$ cat config.mk
export PLATFORM = sky130hd
export DESIGN_NAME = dac_sample_arbiter
export DESIGN_NICKNAME = d
export VERILOG_FILES = /design/src/rtl/dac_pkg.sv /design/src/rtl/rr_arbiter.sv /design/src/rtl/dac_sample_arbiter.sv
export SDC_FILE = /design/constraint.sdc
export NUM_CORES = 1
export LEC_CHECK = 0
export BUFFER_PORTS_ARGS = -buffer_cell sky130_fd_sc_hd__buf_2
export CAP_MARGIN = 20
export CORE_MARGIN = 2
export CORE_UTILIZATION = 40
export CTS_BUF_LIST = sky130_fd_sc_hd__clkbuf_4
export DETAILED_ROUTE_END_ITERATION = 10
export HOLD_SLACK_MARGIN = 0.1
export PLACE_DENSITY = 0.64
export SYNTH_ARGS = -nofsm -noshare
export SYNTH_HDL_FRONTEND = slang
export SYNTH_SLANG_ARGS = --single-unit
$ cat constraint.sdc
create_clock -name mclk -period 2.79 [get_ports mclk]
set_clock_uncertainty 0.1 [all_clocks]
set_input_delay 0.279 -clock mclk [delete_from_list [all_inputs] [get_ports mclk]]
set_output_delay 0.279 -clock mclk [all_outputs]
set_load 0.01 [all_outputs]
$ cat src/rtl/dac_pkg.sv
// Shared types and constants for the DAC sample arbiter.
package dac_pkg;

    localparam int DAC_DATA_W = 16;
    localparam int UNDERRUN_W = 16;

    typedef enum logic [1:0] {
        IDLE = 2'd0,
        ARB  = 2'd1,
        HOLD = 2'd2
    } arb_state_e;

endpackage

$ cat src/rtl/rr_arbiter.sv
// Combinational round-robin picker: first requester strictly after last_grant, wrapping.
module rr_arbiter #(
    parameter int N_CH  = 4,
    parameter int IDX_W = $clog2(N_CH)
) (
    input  logic [N_CH-1:0]  req,
    input  logic [IDX_W-1:0] last_grant,
    output logic             grant_valid,
    output logic [IDX_W-1:0] grant_idx
);

    always_comb begin
        logic [IDX_W-1:0] idx;
        grant_valid = 1'b0;
        grant_idx   = '0;
        idx         = '0;
        // Walk farthest-first so the nearest hit after last_grant wins.
        for (int k = N_CH; k >= 1; k--) begin
            idx = IDX_W'((int'(last_grant) + k) % N_CH);
            if (req[idx]) begin
                grant_valid = 1'b1;
                grant_idx   = idx;
            end
        end
    end

endmodule

$ cat src/rtl/dac_sample_arbiter.sv
// Per-channel sample holding buffers feeding one DAC driver stream via round-robin.
// m_axis_valid/m_axis_data go to the driver's input stream; its ready is dac_ready.
module dac_sample_arbiter
    import dac_pkg::*;
#(
    parameter int N_CH   = 4,
    parameter int DATA_W = DAC_DATA_W
) (
    input  logic                         mclk,
    input  logic                         rst,
    input  logic                         en,
    input  logic [N_CH-1:0]              chan_mask,
    input  logic [N_CH-1:0]              s_axis_valid,
    output logic [N_CH-1:0]              s_axis_ready,
    input  logic [N_CH-1:0][DATA_W-1:0]  s_axis_data,
    output logic                         m_axis_valid,
    output logic [DATA_W-1:0]            m_axis_data,
    input  logic                         dac_ready,
    output logic [$clog2(N_CH)-1:0]      grant_id,
    output logic [UNDERRUN_W-1:0]        underrun_cnt
);

    localparam int IDX_W = $clog2(N_CH);
    localparam logic [IDX_W-1:0] LAST_RST = IDX_W'(N_CH - 1);

    arb_state_e                  r_state;
    logic [N_CH-1:0]             r_full;
    logic [N_CH-1:0][DATA_W-1:0] r_buf;
    logic                        r_valid;
    logic [DATA_W-1:0]           r_data;
    logic [IDX_W-1:0]            r_gid;
    logic [IDX_W-1:0]            r_last;
    logic [UNDERRUN_W-1:0]       r_underrun;

    logic [N_CH-1:0]             w_ready;
    logic [N_CH-1:0]             w_take;
    logic [N_CH-1:0]             w_req;
    logic                        w_gnt_vld;
    logic [IDX_W-1:0]            w_gnt_idx;
    logic                        w_underrun;

    // No bypass: a buffer being drained this cycle still reports not-ready.
    assign w_ready    = {N_CH{en & ~rst}} & chan_mask & ~r_full;
    assign w_take     = s_axis_valid & w_ready;
    assign w_req      = r_full & chan_mask;
    assign w_underrun = dac_ready & ~r_valid & (r_state != IDLE);

    rr_arbiter #(
        .N_CH  (N_CH),
        .IDX_W (IDX_W)
    ) u_rr (
        .req         (w_req),
        .last_grant  (r_last),
        .grant_valid (w_gnt_vld),
        .grant_idx   (w_gnt_idx)
    );

    always_ff @(posedge mclk) begin
        if (rst) begin
            r_state    <= IDLE;
            r_full     <= '0;
            r_valid    <= 1'b0;
            r_data     <= '0;
            r_gid      <= '0;
            r_last     <= LAST_RST;
            r_underrun <= '0;
        end else if (!en) begin
            // Disable flushes buffers and the presented sample; counters persist.
            r_state <= IDLE;
            r_full  <= '0;
            r_valid <= 1'b0;
        end else begin
            for (int i = 0; i < N_CH; i++) begin
                if (w_take[i]) begin
                    r_full[i] <= 1'b1;
                    r_buf[i]  <= s_axis_data[i];
                end
            end
            if (w_underrun && (r_underrun != '1))
                r_underrun <= r_underrun + 1'b1;
            case (r_state)
                IDLE: r_state <= ARB;
                ARB: begin
                    if (w_gnt_vld) begin
                        r_full[w_gnt_idx] <= 1'b0;
                        r_data            <= r_buf[w_gnt_idx];
                        r_gid             <= w_gnt_idx;
                        r_last            <= w_gnt_idx;
                        r_valid           <= 1'b1;
                        r_state           <= HOLD;
                    end
                end
                HOLD: begin
                    if (dac_ready) begin
                        r_valid <= 1'b0;
                        r_state <= ARB;
                    end
                end
                default: r_state <= IDLE;
            endcase
        end
    end

    assign s_axis_ready = w_ready;
    assign m_axis_valid = r_valid;
    assign m_axis_data  = r_data;
    assign grant_id     = r_gid;
    assign underrun_cnt = r_underrun;

endmodule

* After elaboration in Yosys (flattened, before gate mapping) *
Cells that the tools add are included.
W data, S select, Z words.

storage, ports and cells
  output and inout port bits = 39
  logic and storage cells = 94
  register bits after elaboration = 107
  input bits = 76

operators by class
  $lt $le $gt $ge = 6
  multiplexer cells = 40
  bitwise gates (word level) = 13
  equality and inequality tests = 5
  add/subtract/negate cells = 5
  reductions and logical operators = 14

operator list
  cell                     number
  $bmux W16 S2             1
  $mux W1                  23
  $and A4 B4 Y4            5
  $reduce_and A3 Y1        6
  $add A16 B1 Y16 const B  1
  $mux W16                 1
  $ne A16 B16 Y1 const B   1
  $lt A2 B3 Y1 const B     5
  $mux W2                  6
  $bmux W1 S2              4
  $mux W4                  2
  $not A4 Y4               2
  $pmux W2 S3              1
  $add A2 B1 Y2 const B    2
  $add A2 B2 Y2 const B    2
  $reduce_and A2 Y1        2
  $reduce_bool A2 Y1       2
  $and A1 B1 Y1            3
  $not A1 Y1               3
  $demux W1 S2             1
  $eq A2 B1 Y1 const B     1
  $eq A2 B2 Y1 const B     1
  $ge A2 B1 Y1 const B     1
  $logic_and A1 B1 Y1      2
  5 further kinds          5

* Longest topological paths before layout *
Gate-level depths: netlist (run 1).

  word-level depth = 15
  depth in mapped cells = 7

* Modules after synthesis *
From an unflattened synthesis (run 1), not the netlist that was laid out.

second synthesis, totals
  cell total of the unflattened synthesis = 326
  area total of the unflattened synthesis = 4352.9 µm²

by module, submodules not included
  module              area an instance (µm²)  cells an instance  times used
  dac_sample_arbiter  4261.6                  312                1
  rr_arbiter          91.3                    14                 1

* Least setup slack after synthesis (run 1) *
OpenSTA, ideal clock, no wires.

  path type = in2reg
  from = input port rst
  to = register r_buf[48] in the netlist's numbering, enable pin
  data required time = 2315 ps
  arrival = 1495 ps
  buffers on the path = 1
  stages = 4
  setup slack = 821 ps
  cell sequence = nand2b_1 -> clkbuf_1 -> nor3b_1 -> and2_1

on the way
  cells in the longest elaborated chain, start to end = 6

RTL lines
  element                         line                      RTL
  start: declaration              dac_sample_arbiter.sv:10  input logic rst,
  $not A1 Y1 (no line)            -
  $and A1 B1 Y1                   dac_sample_arbiter.sv:43  assign w_ready = {N_CH{en & ~rst}} & chan_mask & ~r_full;
  $and A4 B4 Y4 (2 in a row)      dac_sample_arbiter.sv:43
  via s_axis_ready[3]             dac_sample_arbiter.sv:14  output logic [N_CH-1:0] s_axis_ready,
  $and A4 B4 Y4                   dac_sample_arbiter.sv:44  assign w_take = s_axis_valid & w_ready;
  $reduce_and A3 Y1 (no line)     -
  end signal: indexed assignment  dac_sample_arbiter.sv:76  r_buf[i] <= s_axis_data[i];
  end: declaration                dac_sample_arbiter.sv:28  logic [N_CH-1:0][DATA_W-1:0] r_buf;

The timed path passes the listed nets, and every way through them passes these cells.
A chain may end at the register's enable or synchronous reset.

* Worst setup path after layout (run 1) *
  from = register r_full[1]
  to = register r_data[9], in the netlist m_axis_data[9]

on the way
  cells in the longest elaborated chain, start to end = 9
  elaborated cells between the ends (all ways) = 20
  classes of those cells = mux: 18; bitwise: 1; reduce/logical: 1

RTL lines
  element                           line                      RTL
  start: declaration                dac_sample_arbiter.sv:27  logic [N_CH-1:0] r_full;
  start signal: assignment          dac_sample_arbiter.sv:61  r_full <= '0;
  start signal: assignment          dac_sample_arbiter.sv:70  r_full <= '0;
  start signal: indexed assignment  dac_sample_arbiter.sv:75  r_full[i] <= 1'b1;
  $and A4 B4 Y4 (*)                 dac_sample_arbiter.sv:45  assign w_req = r_full & chan_mask;
  $bmux W1 S2                       rr_arbiter.sv:20          if (req[idx]) begin
  $mux W1 (implied by the code)     rr_arbiter.sv:20
  $mux W2 (4 in a row)              rr_arbiter.sv:20
  $bmux W16 S2                      dac_sample_arbiter.sv:86  r_data <= r_buf[w_gnt_idx];
  $mux W16 (implied by the code)    dac_sample_arbiter.sv:86
  end signal: assignment            dac_sample_arbiter.sv:86
  end: declaration                  dac_sample_arbiter.sv:30  logic [DATA_W-1:0] r_data;

Every way passes the cells marked *; elsewhere a longest branch is shown, timed or not. The select of a mux whose other input is x is not followed.

==> metrics.txt, run 1 <==
pin count of the biggest net entering global routing=38; # fillers=about 860; IO Port Bufs=114; post-CTS repair timing setup buffer count=0; Max FO, Critical Path=16; post-CTS sizing=0; DR vias=3287; core area=~10000 sq um; clock latency on the worst-skew pair=450 ps; crit path kind=reg2reg; Starting Density=41.38%; Slew @ Worst Pin=755.2 ps; worst path arrival time=2540 ps; final hold slack=about 160 ps; dpl hpwl=6627 um; leakage=2.215 nW; Via density=around 5.1; crit share post-route=between 80% and 90%; vias in the first global route=~3.4k; area grow syn2layout=36.20%; gp weighted congestion=between 0.8 and 0.9; RR Startpoint=r_full[1]; register area share after synthesis=approximately 65%; layout cells sized above 1=29.35%; Final min period=between 2000 and 2500 ps; Rel. slew slack=around 49%; FF+latch count, synth=107; Hold Path Depth=4; fin area=5871 sq um; yosys warns=0; first-pass GRT wire length=approximately 17000 um; Finished Layout Cells=647; Cell Pwr Density=roughly 460 nW/um^2; Die ar.=between 10000 and 15000 sq um; CTS tree=yes; min-delay src=en; clk sinks=107; ys flop type=edfxtp_1; reg2reg end=m_axis_data[9]; final wirelength=10620 um; status=finished clean; # IOs=115; worst endpoint required time=3050 ps; grt ovf=0; Syn Nets=397; Clock Root Buffer=clkbuf_4; r2r setup slk=510 ps; Post-Syn Area=4310 sq um; Cell variety after synth=between 40 and 50; Pre-antenna DRT Iters=4; pre-CTS WS=493.1 ps; Hold WC Path Type=in2reg; clock slew at reported path FFs=between 150 and 200 ps; Post-DRT Antenna Nets=0; Final TNS setup=0 ps; Std-Cell Rows=37; CTS Buf Count=9; Wirelength per Cell=16.41 um; Hold EP=r_last[1]; crit path launch type=register; Ant. Diodes=0; crit end category=register; fmax=between 400 and 500 MHz; Post-Place Cell Area=slightly above 5000 sq um; Setup-failing EPs final=0; final core occ=approximately 56%; Async S/R FF share, synth=0%; number of flops mapped to enable cells by yosys=64; Power, Total=around 2.7 mW; Cells after Synth=320; chip height=107.8 um; Die W=107.8 um; reg2reg path depth=5; Mean Syn Cell Area=13.47 sq um; RSZ-0062 raised after global routing=no; total track usage=19.16%; Max Slew Vio Count=0; placed instance count=565; DR iter-0 viols=167; maximum VDD drop=0.0003383 V; Nets=583; H-tree depth=3; max-cap violations=0; initial antenna violation count=0; final worst slack=510.5 ps; final hold vios=0; Clock Path Buffers=2; DRC errors left=0
registers in the layout (all words and copies together) (netlist names):
name	flops
r_state	2
r_full	4
m_axis_valid	1
r_buf	64
underrun_cnt	16
r_last	2
m_axis_data	16
grant_id	2
critical path, stage by stage, from the launching register on:
cell and delay [ps]:
dfxtp_1 390, a22oi_1 390, a211oi_1 120, nor4_1 360
nand2_1 510, o221ai_1 330
power by group:
group	total, mW	switching [mW]	internal, mW
Sequential	1.70	0.00833	1.70
Combinational	0.200	0.0807	0.119
Clock	0.798	0.576	0.222
Total	2.70	0.665	2.04
metal layers:
| metal | wire length (um) | share of wire [%] | track usage (%) | vias to the layer above |
|---|---|---|---|---|
| li1 | - | - | - | 1589 |
| met1 | 4454 | 42 | 22.58 | 1585 |
| met2 | 5537 | 52 | 34.59 | 101 |
| met3 | 472 | 4.4 | 3.995 | 12 |
| met4 | 152 | 1.4 | 6.319 | 0 |
| met5 | 0 | 0 | 0 | - |
cells in the mapped netlist, types with 2 or more instances:
| cell type | number | area [sq um] |
|---|---|---|
| mux2i_1 | 33 | 330.3 |
| nand2_1 | 27 | 101.4 |
| a211oi_1 | 5 | 37.54 |
| o221ai_1 | 16 | 140.1 |
| nor4_1 | 2 | 12.51 |
| o211ai_1 | 3 | 22.52 |
| dfxtp_1 | 43 | 860.8 |
| buf_4 | 3 | 22.52 |
| nand3_1 | 8 | 40.04 |
| nor2_1 | 26 | 97.59 |
| inv_1 | 6 | 22.52 |
| xnor2_1 | 10 | 87.58 |
| nor3b_1 | 4 | 30.03 |
| buf_2 | 4 | 20.02 |
| nor2b_1 | 3 | 18.77 |
| edfxtp_1 | 64 | 1922 |
| a21oi_1 | 9 | 45.04 |
| o2111ai_1 | 3 | 26.28 |
| and4_1 | 2 | 17.52 |
| nand2b_1 | 3 | 18.77 |
| o21ai_0 | 2 | 10.01 |
| nand3b_1 | 4 | 30.03 |
| clkbuf_1 | 4 | 15.01 |
| a2111oi_2 | 3 | 45.04 |
| a2111oi_4 | 3 | 82.58 |
| and2_1 | 5 | 31.28 |
| xor2_1 | 4 | 35.03 |
| nor3_1 | 3 | 15.01 |
layout make-up:
type                            count  area [sq um]  share of cell area (%)
Clock inverter                      7         90.09                   1.535
Inverter                            6         22.52                  0.3836
Timing Repair Buffer              187          1296                   22.08
Clock buffer                        9         67.56                   1.151
Sequential cell                   107          2783                   47.40
Multi-Input combinational cell    195          1441                   24.55
Tap cell                          136         170.2                   2.899
worst max-delay path by stage:
stage	from	to	slack, ps	cells past startpoint
2_1_floorplan	rst	r_buf[48]	820	4
3_3_place_gp	chan_mask[1]	m_axis_data[10]	670	6
3_5_place_dp	chan_mask[1]	m_axis_data[3]	490	6
4_1_cts	r_full[1]	m_axis_data[9]	510	5
5_1_grt	rst	s_axis_ready[1]	320	5
6_report	r_full[1]	m_axis_data[9]	510	5
logic make-up after synthesis:
family | share of synthesized area, %
AO/OA/AOI/OAI | 10.97
XOR/XNOR | 2.845
adder cells (fa/ha/maj) | 0.2902
buffers and inverters | 2.119
flip-flops | 64.56
multiplexers | 7.663
AND/OR/NAND/NOR | 11.55
layout by cell type (no fill, tap or decap), types with 2 or more instances in the layout:
master	count
buf_2	114
dlygate4sd3_1	66
edfxtp_1	64
dfxtp_1	43
mux2i_1	33
nand2_1	27
nor2_1	26
o221ai_1	16
xnor2_1	10
a21oi_1	9
clkbuf_4	9
nand3_1	7
inv_1	6
buf_4	6
and2_1	5
a211oi_1	5
nor3b_1	4
nand3b_1	4
xor2_1	4
nand2b_1	3
o211ai_1	3
a2111oi_2	3
o2111ai_1	3
nor2b_1	3
nor3_1	3
a2111oi_4	3
clkinv_8	3
and4_1	2
nor4_1	2
o21ai_0	2
repair_timing:
action	4_1_cts	5_1_grt
endpoints found under the setup margin	0	0
hold endpoints to repair	74	0
hold buffers	66	0
Note: power is estimated with default switching activity, not from simulation.
==> run 2, diff against run 1 <==
- ABC_AREA: unset -> 1
- PLACE_DENSITY: 0.64 -> 0.66
- clock period: 2.79 -> 1.91 ns (I/O delays scaled with it)
==> metrics.txt, run 2 <==
Mean Syn Cell Area=8.590 sq um (was 13.47 sq um); Ant. Diodes=0 (unchanged); Starting Density=40.91% (was 41.38%); Setup-failing EPs final=12 (was 0); first-pass GRT wire length=20790 um (was 16970 um); crit end category=register (unchanged); Wirelength per Cell=14.65 um (was 16.41 um); r2r setup slk=-50 ps (was 510 ps); Max FO, Critical Path=8 (was 16); DR vias=4646 (was 3287); cell accounting for the most synthesized area=edfxtp_1 (unchanged); Sequential cell area=2796 sq um (was 2783 sq um); Post-DRT Antenna Nets=0 (unchanged); CTS tree=yes (unchanged); post-synthesis simple-gate area fraction=26.84% (was 11.55%); largest register by flop count=r_buf (unchanged); final hold vios=0 (unchanged); final hold slack=153.1 ps (was 161.4 ps); Yosys top cell area share=39.11% (was 44.59%); final core occ=61.15% (was 56.36%); worst path arrival time=2260 ps (was 2540 ps); # fillers=1015 (was 859); chip height=114.8 um (was 107.8 um); DRC errors left=0 (unchanged); mux cell area share after synthesis=0% (was 7.663%); pin count of the biggest net entering global routing=34 (was 38); Nets=872 (was 583); RSZ-0062 raised after global routing=yes (was no); Commonest cells post-synth=inv_1, nand2_1, nand3_1 (was edfxtp_1, dfxtp_1, mux2i_1); most numerous cell in the Yosys netlist=inv_1 (was edfxtp_1); yosys warns=0 (unchanged); Max Slew Vio Count=0 (unchanged); crit path launch type=register (unchanged); leakage=3.323 nW (was 2.215 nW); Cell variety after synth=31 (was 46); Clock Path Buffers=2 (unchanged); final worst slack=-51.64 ps (was 510.5 ps); area of the multi-input gates=1868 sq um (was 1441 sq um); Synth Area in XOR/XNOR=1.070% (was 2.845%); initial antenna violation count=0 (unchanged); FF+latch count, synth=107 (unchanged); compound-gate portion of the synthesized area=4.074% (was 10.97%); grt ovf=0 (unchanged); post-synthesis adder-cell area fraction=0.2546% (was 0.2903%); register area share after synthesis=56.63% (was 64.56%); Die W=114.8 um (was 107.8 um); worst endpoint required time=2210 ps (was 3050 ps); Post-Syn Area=4913 sq um (was 4310 sq um); core area=12010 sq um (was 10420 sq um); failing checks=setup timing; gp weighted congestion=0.8824 (was 0.8076); max-cap violations=0 (unchanged); number of flops mapped to enable cells by yosys=64 (unchanged); fmax=509.8 MHz (was 438.7 MHz); ys flop type=edfxtp_1 (unchanged); top cells by area, synth=edfxtp_1, dfxtp_1, nand3_1 (was edfxtp_1, dfxtp_1, mux2i_1); Cell Pwr Density=563.7 nW/um^2 (was 460.2 nW/um^2); Async S/R FF share, synth=0% (unchanged); DR iter-0 viols=350 (was 167); final wirelength=13870 um (was 10620 um); IO Port Bufs=114 (unchanged); Largest register FFs=64 (unchanged); area grow syn2layout=49.48% (was 36.20%); crit path kind=reg2reg (unchanged); Std-Cell Rows=40 (was 37); Via density=4.906 (was 5.080); H-tree depth=3 (unchanged); most frequent cells in the layout=buf_2, inv_1, nand2_1 (was buf_2, dlygate4sd3_1, edfxtp_1); CTS Buf Count=9 (unchanged); Final min period=1962 ps (was 2279 ps); most common cell after layout, fill and taps aside=buf_2 (unchanged); Pre-antenna DRT Iters=5 (was 4); largest family of logic cells by synthesized area=simple AND/OR/NAND/NOR gates (unchanged); crit share post-route=102.7% (was 81.70%); vias in the first global route=4330 (was 3443); status=finished, violations left (was finished clean); Cells after Synth=572 (was 320); maximum VDD drop=0.0007319 V (was 0.0003383 V); total track usage=20.59% (was 19.16%); Hold WC Path Type=in2reg (unchanged); layout cells sized above 1=30.50% (was 29.35%); clk sinks=107 (unchanged); Final TNS setup=-253.1 ps (was 0 ps); dpl hpwl=9199 um (was 6627 um); Die ar.=13190 sq um (was 11620 sq um); Syn Nets=649 (was 397); clock slew at reported path FFs=190 ps (was 180 ps); Slew @ Worst Pin=467.8 ps (was 755.2 ps); Rel. slew slack=68.52% (was 49.19%); Clock Root Buffer=clkbuf_4 (unchanged); # IOs=115 (unchanged); clock latency on the worst-skew pair=490 ps (was 450 ps)
==> run 2: cell types whose count changed after synthesis, sizes merged, moves of 9 or more <==
cell,before,now
a21oi,9,18
inv,6,110
mux2i,33,0
nand2,28,110
nand3,8,101
nor2,26,57
o21ai,2,14
o221ai,16,0
==> run 2: layout make-up <==
type / instances / area share (%)
repair buffers: 232 / 26.15
clock buffers: 9 / 0.9199
well taps: 147 / 2.504
flip-flops and latches: 107 / 38.07
clock inverters: 7 / 1.141
multi-input cells: 335 / 25.43
inverters: 110 / 5.775
==> run 2: worst paths after layout <==
path              cells after the start               to             from
setup / recovery                     12  m_axis_data[15]        r_last[0]
hold / removal                        6        r_full[0]               en
setup reg to reg                     12  m_axis_data[15]        r_last[0]
hold reg to reg                       1  underrun_cnt[3]  underrun_cnt[3]
==> run 2: where the power goes <==
part / total [mW] / internal [mW] / switching, mW
clock: 1.24 / 0.425 / 0.814
sequential: 2.49 / 2.48 / 0.0123
combinational: 0.412 / 0.235 / 0.178
==> run 2: kinds of logic (layout without fill, tap and decap cells) <==
group | after synthesis | in the layout
flops | 107 | 107
compound gates | 38 | 38
fa+ha+maj | 1 | 1
xor+xnor | 6 | 6
buf+inv | 130 | 358
simple gates | 290 | 290
==> run 2: through the flow <==
step	std cells	instance area, sq um	total power, mW	setup WS (ps)
floorplan	572	4938	2.654	4.014
global placement	843	5912	2.804	-187.6
detailed placement	843	5912	2.808	-185.6
CTS	933	6940	4.159	-1.782
global route	947	7345	4.305	-131.5
finish	947	7345	4.140	-51.64
==> run 2: layer usage <==
| metal | global-route usage (%) | share of wire, % |
|---|---|---|
| met5 | 0 | 0 |
| met4 | 8.916 | 3.0 |
| met3 | 4.217 | 5.7 |
| met2 | 35.78 | 50 |
| met1 | 24.87 | 41 |
==> run 2: worst max-delay path, cell delays in order (launching register included) <==
cell	delay, ps
dfxtp_4	490
xor2_2	200
nand2_1	110
and2_4	170
nand2_4	90
nand2_8	90
nand2_8	140
buf_6	140
nand2_1	80
nand3_2	70
nand3_1	90
nand2_1	60
inv_1	30
==> run 2: repair_timing <==
action	4_1_cts	5_1_grt
buffers inserted	2	8
hold buffers	70	0
gates resized for setup	27	49
endpoints found under the setup margin	24	25
pin swaps	6	19
hold endpoints to repair	79	0
cloned	2	6
==> run 3, diff against run 2 <==
- CORE_ASPECT_RATIO: unset -> 0.9
==> metrics.txt, run 3 (synthesis gave the netlist of run 2 again) <==
Pint=3.010 mW (was 3.136 mW); RR Startpoint=r_last[0] (unchanged); final hold slack=149.1 ps (was 153.1 ps); Rel. slew slack=70.79% (was 68.52%); CTS tree=yes (unchanged); Via density=4.928 (was 4.906); pin count of the biggest net entering global routing=38 (was 34); final hold vios=0 (unchanged); crit path launch type=register (unchanged); status=finished, violations left (unchanged); fin area=7320 sq um (was 7345 sq um); reg2reg path depth=13 (was 12); Final TNS setup=-1490 ps (was -253.1 ps); clock network power share=28.0% (was 29.9%); DRC errors left=0 (unchanged); final wirelength=14650 um (was 13870 um); Post-Place Cell Area=5888 sq um (was 5912 sq um); clock slew at reported path FFs=170 ps (was 190 ps); met3 usage=5.230% (was 4.217%); gp weighted congestion=0.8955 (was 0.8824); vias in the first global route=4264 (was 4330); most common cell after layout, fill and taps aside=buf_2 (unchanged); net load switching power=1.026 mW (was 1.004 mW); Finished Layout Cells=958 (was 947); r2r setup slk=-110 ps (was -50 ps); initial antenna violation count=0 (unchanged); Die ar.=13190 sq um (about the same); leakage=3.327 nW (was 3.323 nW); GR Util met1=23.83% (was 24.87%); Setup-failing EPs final=21 (was 12); max-cap violations=0 (unchanged); clock latency on the worst-skew pair=500 ps (was 490 ps); maximum VDD drop=0.0004867 V (was 0.0007319 V); pre-CTS WS=-111.6 ps (was -185.6 ps); Largest register FFs=64 (unchanged); dpl hpwl=8875 um (was 9199 um); crit path launch=r_last[0] (unchanged); Wirelength per Cell=15.30 um (was 14.65 um); Top Usage Layer GRT=met2 (unchanged); failing checks=setup timing (unchanged); IO Port Bufs=114 (unchanged); area grow syn2layout=48.97% (was 49.48%); Post-DRT Antenna Nets=0 (unchanged); DR vias=4721 (was 4646); H-tree depth=3 (unchanged); Final min period=2020 ps (was 1962 ps); GR Util met2=34.23% (was 35.78%); Clock Path Buffers=2 (unchanged); Gate power share=10.4% (was 10.0%); most frequent cells in the layout=buf_2, inv_1, nand2_1 (unchanged); final core occ=60.85% (was 61.15%); Power, Total=4.036 mW (was 4.140 mW); chip height=109.1 um (was 114.8 um); crit end category=register (unchanged); Clock Root Buffer=clkbuf_4 (unchanged); Slew @ Worst Pin=434.1 ps (was 467.8 ps); reg2reg end=m_axis_data[5] (was m_axis_data[15]); fmax=495.1 MHz (was 509.8 MHz); crit path kind=reg2reg (unchanged); Hold WC Path Type=in2reg (unchanged); CP endpoint=m_axis_data[5] (was m_axis_data[15]); sw frac=25.42% (was 24.26%); Std-Cell Rows=38 (was 40); worst path arrival time=2350 ps (was 2260 ps); largest register by flop count=r_buf (unchanged); Nets=870 (was 872); Cell Pwr Density=551.4 nW/um^2 (was 563.7 nW/um^2); clk sinks=107 (unchanged); Max Slew Vio Count=0 (unchanged); Die W=120.8 um (was 114.8 um); first-pass GRT wire length=20030 um (was 20790 um); Starting Density=40.85% (was 40.91%); layout cells sized above 1=31.58% (was 30.50%); placed instance count=854 (was 843); Ant. Diodes=0 (unchanged); Pre-antenna DRT Iters=5 (unchanged); CTS Buf Count=9 (unchanged); Max FO, Critical Path=18 (was 8); grt ovf=0 (unchanged); core area=12030 sq um (was 12010 sq um); worst endpoint required time=2240 ps (was 2210 ps); RSZ-0062 raised after global routing=yes (unchanged); # IOs=115 (unchanged); crit share post-route=105.7% (was 102.7%); total track usage=19.94% (was 20.59%); Reg power frac=61.7% (was 60.1%); final worst slack=-109.8 ps (was -51.64 ps); DR iter-0 viols=332 (was 350)
-- run 3: final cells by class --
class / count / area [sq um]
clock buffers: 9 / 67.56
clock inverters: 7 / 68.82
fillers: 978 / 4710
inverters: 110 / 421.7
multi-input cells: 336 / 1902
flip-flops and latches: 107 / 2793
well taps: 160 / 200.2
repair buffers: 229 / 1867
-- run 3: worst min path at each step --
stage / start / end / slack (ps) / depth (start not counted)
2_1_floorplan: s_axis_data[0] / r_buf[0] / 190 / 0
4_1_cts: s_axis_valid[0] / r_buf[13] / 100 / 3
3_5_place_dp: s_axis_data[29] / r_buf[29] / 270 / 1
3_3_place_gp: s_axis_data[4] / r_buf[4] / 270 / 1
6_report: s_axis_valid[0] / r_buf[14] / 150 / 3
5_1_grt: s_axis_valid[0] / r_buf[15] / 110 / 3
-- run 3: power groups by stage --
stage                     registers (mW)  logic (mW)  clock network (mW)
final                               2.49       0.418                1.13
after global routing                2.49       0.449                1.25
after CTS                           2.49       0.370                1.16
after detailed placement            2.54       0.264                   0
after global placement              2.54       0.259                   0
after floorplan                     2.54       0.114                   0
-- run 3: critical path: stages (launching register included) --
cell and delay [ps]:
dfxtp_4 500, nand2_1 150, nand3_2 110, nand2_2 80, nor2_2 160, nand3_2 130, nand2_4 100, nor2_4 40
buf_12 140, clkbuf_16 180, nor2_1 100, nor2_1 40, nand2_1 70, inv_1 30
-- run 3: layer usage --
metal / part of all wire [%] / up-vias / wire, um
met4: 3.1 / 0 / 452
met2: 49 / 188 / 7170
met3: 6.6 / 36 / 963
met5: 0 / - / 0
li1: - / 2292 / -
met1: 41 / 2205 / 6067
-- run 3: timing repair --
item,in CTS,in global routing
hold endpoints to repair,94,0
endpoints found under the setup margin,23,39
cloned,0,10
hold buffers,68,0
pin swaps,0,25
gates resized for setup,2,75
buffers inserted,0,10
